--- src/rtl/wdt_pkg.sv ---
// Purpose: shared register map, CONTROL bit positions and FSM encoding for the watchdog.
// Latency: n/a (declarations only).
// Backpressure: n/a.
package wdt_pkg;

    localparam logic [2:0] WDT_ADDR_STATUS  = 3'd0;
    localparam logic [2:0] WDT_ADDR_CONTROL = 3'd1;
    localparam logic [2:0] WDT_ADDR_PERIODL = 3'd2;
    localparam logic [2:0] WDT_ADDR_PERIODH = 3'd3;
    localparam logic [2:0] WDT_ADDR_SNAPL   = 3'd4;
    localparam logic [2:0] WDT_ADDR_SNAPH   = 3'd5;
    localparam logic [2:0] WDT_ADDR_KICK    = 3'd6;

    localparam int WDT_CTRL_ITO   = 0;
    localparam int WDT_CTRL_START = 2;
    localparam int WDT_CTRL_STOP  = 3;

    typedef enum logic [1:0] {
        ST_IDLE = 2'd0,
        ST_RUN  = 2'd1,
        ST_WARN = 2'd2,
        ST_RST  = 2'd3
    } wdt_state_t;

endpackage

--- src/rtl/wdt_down_counter.sv ---
// Purpose: CNT_W-bit down-counter with synchronous load (priority) and count enable, plus zero flag.
// Latency: load/decrement visible one clock after the request; zero flag is combinational from the count.
// Backpressure: none; load and enable are sampled every cycle.
module wdt_down_counter #(
    parameter int               CNT_W   = 32,
    parameter logic [CNT_W-1:0] RST_VAL = '0
) (
    input  logic             clk,
    input  logic             reset_n,
    input  logic             load_i,
    input  logic [CNT_W-1:0] load_val_i,
    input  logic             en_i,
    output logic [CNT_W-1:0] cnt_o,
    output logic             zero_o
);

    logic [CNT_W-1:0] cnt_q;
    logic [CNT_W-1:0] cnt_d;

    // Next count: load beats decrement, otherwise hold.
    always_comb begin
        cnt_d = cnt_q;
        if (load_i) begin
            cnt_d = load_val_i;
        end else if (en_i) begin
            cnt_d = cnt_q - 1'b1;
        end
    end

    // Count register.
    always_ff @(posedge clk or negedge reset_n) begin
        if (!reset_n) begin
            cnt_q <= RST_VAL;
        end else begin
            cnt_q <= cnt_d;
        end
    end

    assign cnt_o  = cnt_q;
    assign zero_o = (cnt_q == '0);

endmodule

--- src/rtl/wdt_timer_param.sv ---
// Purpose: 16-bit Avalon-MM two-stage watchdog (irq on first expiry, resetrequest pulse on second); WDT_LOCK_EN adds a sticky START lock.
// Latency: reads 1 clock; writes act on the strobe edge, counter effects of kick/period writes one clock later.
// Backpressure: none; the slave accepts every access with zero wait states.
module wdt_timer_param
    import wdt_pkg::*;
#(
    parameter int          CNT_W        = 32,
    parameter logic [31:0] RESET_PERIOD = 32'h004C_4B3F,
    parameter int          RST_CYCLES   = 4,
    parameter logic [15:0] KICK_KEY     = 16'hA5C3
) (
    input  logic        clk,
    input  logic        reset_n,
    input  logic [2:0]  address,
    input  logic        chipselect,
    input  logic        write_n,
    input  logic [15:0] writedata,
    output logic [15:0] readdata,
    output logic        irq,
    output logic        resetrequest
);

    localparam logic [CNT_W-1:0] RST_VAL = RESET_PERIOD[CNT_W-1:0];
    localparam int               RC_W    = (RST_CYCLES > 1) ? $clog2(RST_CYCLES) : 1;

    wdt_state_t       state_q;
    logic             to_q;
    logic             ito_q;
    logic             resetrequest_q;
    logic [RC_W-1:0]  rst_cnt_q;
    logic [CNT_W-1:0] period_q;
    logic [CNT_W-1:0] snap_q;
    logic             force_q;
    logic             kick_q;
    logic [15:0]      readdata_q;
    logic [15:0]      readdata_d;

    logic [CNT_W-1:0] cnt;
    logic             cnt_zero;
    logic             lock;

    // Access decode.
    logic wr, rd, wr_status, wr_ctrl, wr_perl, wr_perh, wr_snap, wr_kick;
    assign wr        = chipselect & ~write_n;
    assign rd        = chipselect & write_n;
    assign wr_status = wr && (address == WDT_ADDR_STATUS);
    assign wr_ctrl   = wr && (address == WDT_ADDR_CONTROL);
    assign wr_perl   = wr && (address == WDT_ADDR_PERIODL) && !lock;
    assign wr_perh   = wr && (address == WDT_ADDR_PERIODH) && !lock;
    assign wr_snap   = wr && (address == WDT_ADDR_SNAPL);
    assign wr_kick   = wr && (address == WDT_ADDR_KICK) && (writedata == KICK_KEY);

    // START wins over STOP in the same write; a lock suppresses STOP entirely.
    logic start, stop_eff;
    assign start    = wr_ctrl & writedata[WDT_CTRL_START];
    assign stop_eff = wr_ctrl & writedata[WDT_CTRL_STOP] & ~start & ~lock;

    // A pending kick or period reload pre-empts the zero-crossing, so no expire that cycle.
    logic running, rst_exit, reload_req, expire, cnt_load;
    assign running    = (state_q == ST_RUN) || (state_q == ST_WARN);
    assign rst_exit   = (state_q == ST_RST) && (rst_cnt_q == '0);
    assign reload_req = force_q | kick_q;
    assign expire     = running & cnt_zero & ~reload_req;
    assign cnt_load   = reload_req | (running & cnt_zero) | rst_exit;

`ifdef WDT_LOCK_EN
    logic lock_q;
    // Sticky lock armed by any accepted START; only reset_n clears it.
    always_ff @(posedge clk or negedge reset_n) begin
        if (!reset_n) begin
            lock_q <= 1'b0;
        end else if (start && (state_q != ST_RST)) begin
            lock_q <= 1'b1;
        end
    end
    assign lock = lock_q;
`else
    assign lock = 1'b0;
`endif

    wdt_down_counter #(
        .CNT_W   (CNT_W),
        .RST_VAL (RST_VAL)
    ) u_cnt (
        .clk        (clk),
        .reset_n    (reset_n),
        .load_i     (cnt_load),
        .load_val_i (period_q),
        .en_i       (running),
        .cnt_o      (cnt),
        .zero_o     (cnt_zero)
    );

    // Software-visible registers and the one-cycle reload requests they raise.
    always_ff @(posedge clk or negedge reset_n) begin
        if (!reset_n) begin
            ito_q    <= 1'b0;
            period_q <= RST_VAL;
            snap_q   <= '0;
            force_q  <= 1'b0;
            kick_q   <= 1'b0;
        end else begin
            force_q <= wr_perl | wr_perh;
            kick_q  <= wr_kick;
            if (wr_ctrl) ito_q <= writedata[WDT_CTRL_ITO];
            if (wr_perl) period_q[15:0] <= writedata;
            if (wr_perh) period_q[CNT_W-1:16] <= writedata[CNT_W-17:0];
            if (wr_snap) snap_q <= cnt;
        end
    end

    // Watchdog FSM with registered TO and resetrequest.
    always_ff @(posedge clk or negedge reset_n) begin
        if (!reset_n) begin
            state_q        <= ST_IDLE;
            to_q           <= 1'b0;
            resetrequest_q <= 1'b0;
            rst_cnt_q      <= '0;
        end else begin
            // Clearing first lets a simultaneous first expiry re-set TO below.
            if (wr_status) to_q <= 1'b0;
            case (state_q)
                ST_IDLE: begin
                    if (start) state_q <= ST_RUN;
                end
                ST_RUN: begin
                    if (expire) begin
                        state_q <= ST_WARN;
                        to_q    <= 1'b1;
                    end else if (stop_eff) begin
                        state_q <= ST_IDLE;
                    end
                end
                ST_WARN: begin
                    if (expire) begin
                        state_q        <= ST_RST;
                        resetrequest_q <= 1'b1;
                        rst_cnt_q      <= RC_W'(RST_CYCLES - 1);
                    end else if (stop_eff) begin
                        state_q <= ST_IDLE;
                    end else if (wr_status) begin
                        state_q <= ST_RUN;
                    end
                end
                ST_RST: begin
                    if (rst_cnt_q == '0) begin
                        state_q        <= ST_IDLE;
                        resetrequest_q <= 1'b0;
                    end else begin
                        rst_cnt_q <= rst_cnt_q - 1'b1;
                    end
                end
                default: state_q <= ST_IDLE;
            endcase
        end
    end

    // Read mux; upper PERIOD/SNAP bits beyond CNT_W read as zero.
    logic [31:0] period_ext, snap_ext;
    assign period_ext = 32'(period_q);
    assign snap_ext   = 32'(snap_q);

    always_comb begin
        readdata_d = '0;
        case (address)
            WDT_ADDR_STATUS:  readdata_d = {13'b0, lock, running, to_q};
            WDT_ADDR_CONTROL: readdata_d = {15'b0, ito_q};
            WDT_ADDR_PERIODL: readdata_d = period_ext[15:0];
            WDT_ADDR_PERIODH: readdata_d = period_ext[31:16];
            WDT_ADDR_SNAPL:   readdata_d = snap_ext[15:0];
            WDT_ADDR_SNAPH:   readdata_d = snap_ext[31:16];
            default:          readdata_d = '0;
        endcase
    end

    // Registered read data, updated only on a read access.
    always_ff @(posedge clk or negedge reset_n) begin
        if (!reset_n) begin
            readdata_q <= '0;
        end else if (rd) begin
            readdata_q <= readdata_d;
        end
    end

    assign readdata     = readdata_q;
    assign irq          = to_q & ito_q;
    assign resetrequest = resetrequest_q;

endmodule

--- config.mk ---
export PLATFORM = sky130hd
export DESIGN_NAME = wdt_timer_param
export DESIGN_NICKNAME = d
export VERILOG_FILES = /design/src/rtl/wdt_pkg.sv /design/src/rtl/wdt_down_counter.sv /design/src/rtl/wdt_timer_param.sv
export SDC_FILE = /design/constraint.sdc
export NUM_CORES = 1
export LEC_CHECK = 0
export ABC_AREA = 1
export CAP_MARGIN = 30
export CORE_AREA = 2 2 121 123
export CTS_CLUSTER_SIZE = 30
export DETAILED_ROUTE_END_ITERATION = 16
export DIE_AREA = 0 0 123 125
export SLEW_MARGIN = 10
export SYNTH_ARGS = -nofsm -noshare
export SYNTH_HDL_FRONTEND = slang
export SYNTH_SLANG_ARGS = --single-unit
--- constraint.sdc ---
create_clock -name clk -period 2.3 [get_ports clk]
set_clock_uncertainty 0.1 [all_clocks]
set_input_delay 0.46 -clock clk [delete_from_list [all_inputs] [get_ports clk]]
set_output_delay 0.46 -clock clk [all_outputs]
set_load 0.02 [all_outputs]
==> metrics.log <==
[metrics] status: completed
[metrics] mean cell area of the mapped netlist: between 7 and 8 um^2
[metrics] fill cell total of the finished layout: around 1400
[metrics] clock buffers created by TritonCTS: 17
[metrics] Final Power: roughly 9000 uW
[metrics] total power per unit cell area: approximately 1200 nW/um^2
[metrics] cell area after technology mapping: about 6300 um^2
[metrics] number of synthesis warnings: 0
[metrics] vias in the first global route: approximately 5300
[metrics] wire length of the first global-routing pass: around 28000 um
[metrics] pin count of the biggest net entering global routing: 53
[metrics] flop and latch count out of synthesis: 121
[metrics] summed area of non-filler cells in the final layout: around 7600 um^2
[metrics] global-route usage over all layers: 24.2%
[metrics] vias per cell: roughly 5.3
[metrics] antenna violations before repair: 0
[metrics] slew margin rel.: about 62%
[metrics] dominant synthesized flop cell: sky130_fd_sc_hd__dfrtp_1
[metrics] Slew @ Worst Pin: roughly 0.56 ns
[metrics] max capacitance violation total: 0
[metrics] number of cells produced by synthesis: about 800
[metrics] setup violation total in the final timing report: 0
[metrics] Highest Clock Rate: 0.451 GHz
[metrics] clock input transition at the sequential cells of the worst setup and hold paths: 0.05 ns
[metrics] Die Width: around 120 um
[metrics] standard-cell row count: between 40 and 50
[metrics] core outline area: around 14000 um^2
[metrics] Critical Path AT: 2.48 ns
[metrics] I/O Buffers: 40
[metrics] cell count of the worst hold path: 2
[metrics] overall overflow remaining after global route: 0
[metrics] kind of critical path: reg -> reg
[metrics] buffer depth of the longest clock path: 2
[metrics] LEAKAGE: approximately 0.0037 uW
[metrics] DRC: 0
[metrics] post-synthesis cell type count: 36
[metrics] count of placed standard cells in the final layout, fillers left out: about 1000
[metrics] number of nets produced by synthesis: 825
[metrics] EDFF count, synth: 0
[metrics] kind of launch point of the worst setup path: flip-flop
[metrics] final hold vios: 0
[metrics] htree depth: 4
[metrics] smallest hold slack: 0.377 ns
[metrics] starting utilization of the core area: 44.1%
[metrics] r2r worst-path depth: 11
[metrics] Area growth syn-to-layout: 21.9%
[metrics] kind of capture point of the worst setup path: flip-flop
[metrics] required time worst endpoint: around 2.6 ns
[metrics] residual antenna-violating net count after detailed routing: 0
[metrics] overall via count from detail_route: roughly 5600
[metrics] clock tree from TritonCTS: yes
[metrics] I/O pin cnt: between 40 and 50
[metrics] detailed-router iteration count before antenna repair: 7
[metrics] unrepaired setup endpoints after global routing: no
[metrics] number of sinks on the clock net: 121
[metrics] placed cell count: 1011
[metrics] CTS Root Cell: sky130_fd_sc_hd__clkbuf_16
[metrics] Die Footprint: about 15000 um^2
[metrics] min-delay worst type: reg -> reg
[metrics] share of post-route cells with drive strength above 1: a little over an eighth
[metrics] Final Max Slew Viols: 0
[metrics] ratio of final minimum period to clock period: between 90% and 100%
[metrics] routed length per placed instance: around 17 um
[metrics] total detailed-routing wirelength: roughly 18000 um
[metrics] VDD IR max: approximately 0.63 mV
[metrics] RD Place Congestion: slightly above 0.9
[metrics] placed wire-length estimate after detailed placement: between 10000 and 15000 um
[metrics] Final min period: ~2.2 ns
[metrics] sequential area share after synthesis: between 40% and 50%
[metrics] number of violations reported at the end of detailed-routing iteration 0: 459
[metrics] Die Span Y: ~130 um
[metrics] number of nets in the finished design: slightly below 900
[metrics] FFs w/ async S/R, synth: 100%
[metrics] dpl cell area: ~7000 um^2
[metrics] CP Max Fanout: 14
[metrics] clk_lat worst skew: 0.42 ns
[metrics] antenna diode count: 0
[cells by family after synthesis]
group                      Yosys count  share of synthesized area (%)
DFF                                121                           48.9
adders and majority gates            7                           1.40
muxes                               10                           1.80
and+or+nand+nor                    458                           31.6
AOI/OAI and AO/OA                   80                           6.95
buffers and inverters               97                           6.33
xor gates and xnor gates            22                           3.08
[power breakdown]
group	internal, uW	total (uW)	switching, uW	leakage, uW
combinational	1040	2810	1770	0.00186
clock	1780	2720	940	0.000300
sequential	2840	3470	630	0.00153
total	5660	9000	3340	0.00369
[per-stage QoR]
stage                     worst slack, ns  util, %  setup TNS [ns]
after floorplan                     0.377        -               0
after global placement             0.0868     49.2               0
after detailed placement          -0.0234     49.2         -0.0428
after CTS                          0.0323     53.5               0
after global routing             0.000804     53.8               0
final                              0.0803     53.8               0
[state kept, by name, summed over array words and instances (netlist names)]
name	count
readdata	16
force_q	1
period_ext	32
to_q	1
kick_q	1
resetrequest	1
u_cnt.cnt_o	32
ito_q	1
snap_ext	32
rst_cnt_q	2
state_q	2
[layout make-up]
| type | count | area (um^2) | area share [%] |
|---|---|---|---|
| Sequential cell | 121 | 3060 | 40.1 |
| Multi-Input combinational cell | 578 | 2840 | 37.2 |
| Timing Repair Buffer | 58 | 636 | 8.32 |
| Clock buffer | 23 | 478 | 6.26 |
| Inverter | 72 | 274 | 3.59 |
| Tap cell | 184 | 230 | 3.01 |
| Clock inverter | 9 | 120 | 1.57 |
[path summary, 6_finish.rpt]
kind	from	endpoint	slack [ns]
hold / removal	resetrequest$_DFFE_PN0P_	resetrequest$_DFFE_PN0P_	0.38
setup / recovery	u_cnt.cnt_o[0]$_DFFE_PN1P_	u_cnt.cnt_o[22]$_DFFE_PN1P_	0.08
hold reg to reg	resetrequest$_DFFE_PN0P_	resetrequest$_DFFE_PN0P_	0.38
max in group asynchronous	reset_n	u_cnt.cnt_o[1]$_DFFE_PN1P_	1.04
setup reg to reg	u_cnt.cnt_o[0]$_DFFE_PN1P_	u_cnt.cnt_o[22]$_DFFE_PN1P_	0.08
min in group asynchronous	reset_n	readdata[13]$_DFFE_PN0P_	0.41
[placed cells by master, fill, tap and decap left out, types with 2 or more instances in the layout]
master                              n
sky130_fd_sc_hd__a21oi_1            2
sky130_fd_sc_hd__nand2_1          296
sky130_fd_sc_hd__dfrtp_1           95
sky130_fd_sc_hd__ha_1               6
sky130_fd_sc_hd__nand2_4            3
sky130_fd_sc_hd__o211ai_1           2
sky130_fd_sc_hd__mux2_2            10
sky130_fd_sc_hd__clkinv_2           6
sky130_fd_sc_hd__xor2_1            20
sky130_fd_sc_hd__o21ai_0           63
sky130_fd_sc_hd__inv_1             66
sky130_fd_sc_hd__xnor2_1            2
sky130_fd_sc_hd__nand2_2           12
sky130_fd_sc_hd__clkbuf_16         17
sky130_fd_sc_hd__a22oi_1            9
sky130_fd_sc_hd__bufinv_16          3
sky130_fd_sc_hd__clkdlybuf4s50_1   39
sky130_fd_sc_hd__nor2_1            56
sky130_fd_sc_hd__clkbuf_1           3
sky130_fd_sc_hd__nand4_1           23
sky130_fd_sc_hd__buf_12             8
sky130_fd_sc_hd__clkbuf_8           3
sky130_fd_sc_hd__nor3_1             3
sky130_fd_sc_hd__nand3_1           49
sky130_fd_sc_hd__buf_4             10
sky130_fd_sc_hd__dfstp_2           26
sky130_fd_sc_hd__inv_2              3
sky130_fd_sc_hd__clkinv_1           2
sky130_fd_sc_hd__nor2_8             2
sky130_fd_sc_hd__o21ai_1            2
sky130_fd_sc_hd__nor2_2             6
sky130_fd_sc_hd__nor2_4             3
sky130_fd_sc_hd__nor4_1             2
[worst max-delay path, cell delays in order, from the launching register on]
cell and delay (ns):
sky130_fd_sc_hd__dfstp_2 0.53, sky130_fd_sc_hd__inv_1 0.07, sky130_fd_sc_hd__ha_1 0.26, sky130_fd_sc_hd__nand2_4 0.14
sky130_fd_sc_hd__nor2_8 0.06, sky130_fd_sc_hd__nand2_4 0.08, sky130_fd_sc_hd__nor2_4 0.06, sky130_fd_sc_hd__nand2_2 0.07
sky130_fd_sc_hd__nand2_4 0.11, sky130_fd_sc_hd__nor2_4 0.46, sky130_fd_sc_hd__nand2_1 0.10, sky130_fd_sc_hd__nand3_1 0.10
[routing by layer]
layer | wire length [um] | vias to the layer above | track usage (%) | share of wire, %
met5 | 0 | - | 0 | 0
met4 | 277 | 0 | 7.09 | 1.5
met3 | 1140 | 22 | 5.29 | 6.4
met2 | 8070 | 172 | 35.3 | 45
met1 | 8410 | 2711 | 36.1 | 47
li1 | - | 2653 | - | -
[synthesized netlist by cell type, drive strengths merged (4+ instances only)]
library cell	instances	area [um^2]
clkbuf	16	60.1
inv	70	263
nand2	311	1220
ha	7	87.6
o21ai	65	325
mux2	10	113
buf	9	66.3
a22oi	9	67.6
xor2	20	175
nand3	50	255
nor2	66	310
nand4	23	144
dfrtp	95	2380
dfstp	26	683
nor3	4	25.0
[repair_timing]
item | 4_1_cts | 5_1_grt
resized for setup | 0 | 4
hold buffers | 1 | 0
endpoints found under the setup margin | 0 | 32
hold endpoints to repair | 21 | 0
buffers inserted | 0 | 0
(Power assumes the default switching activity.)
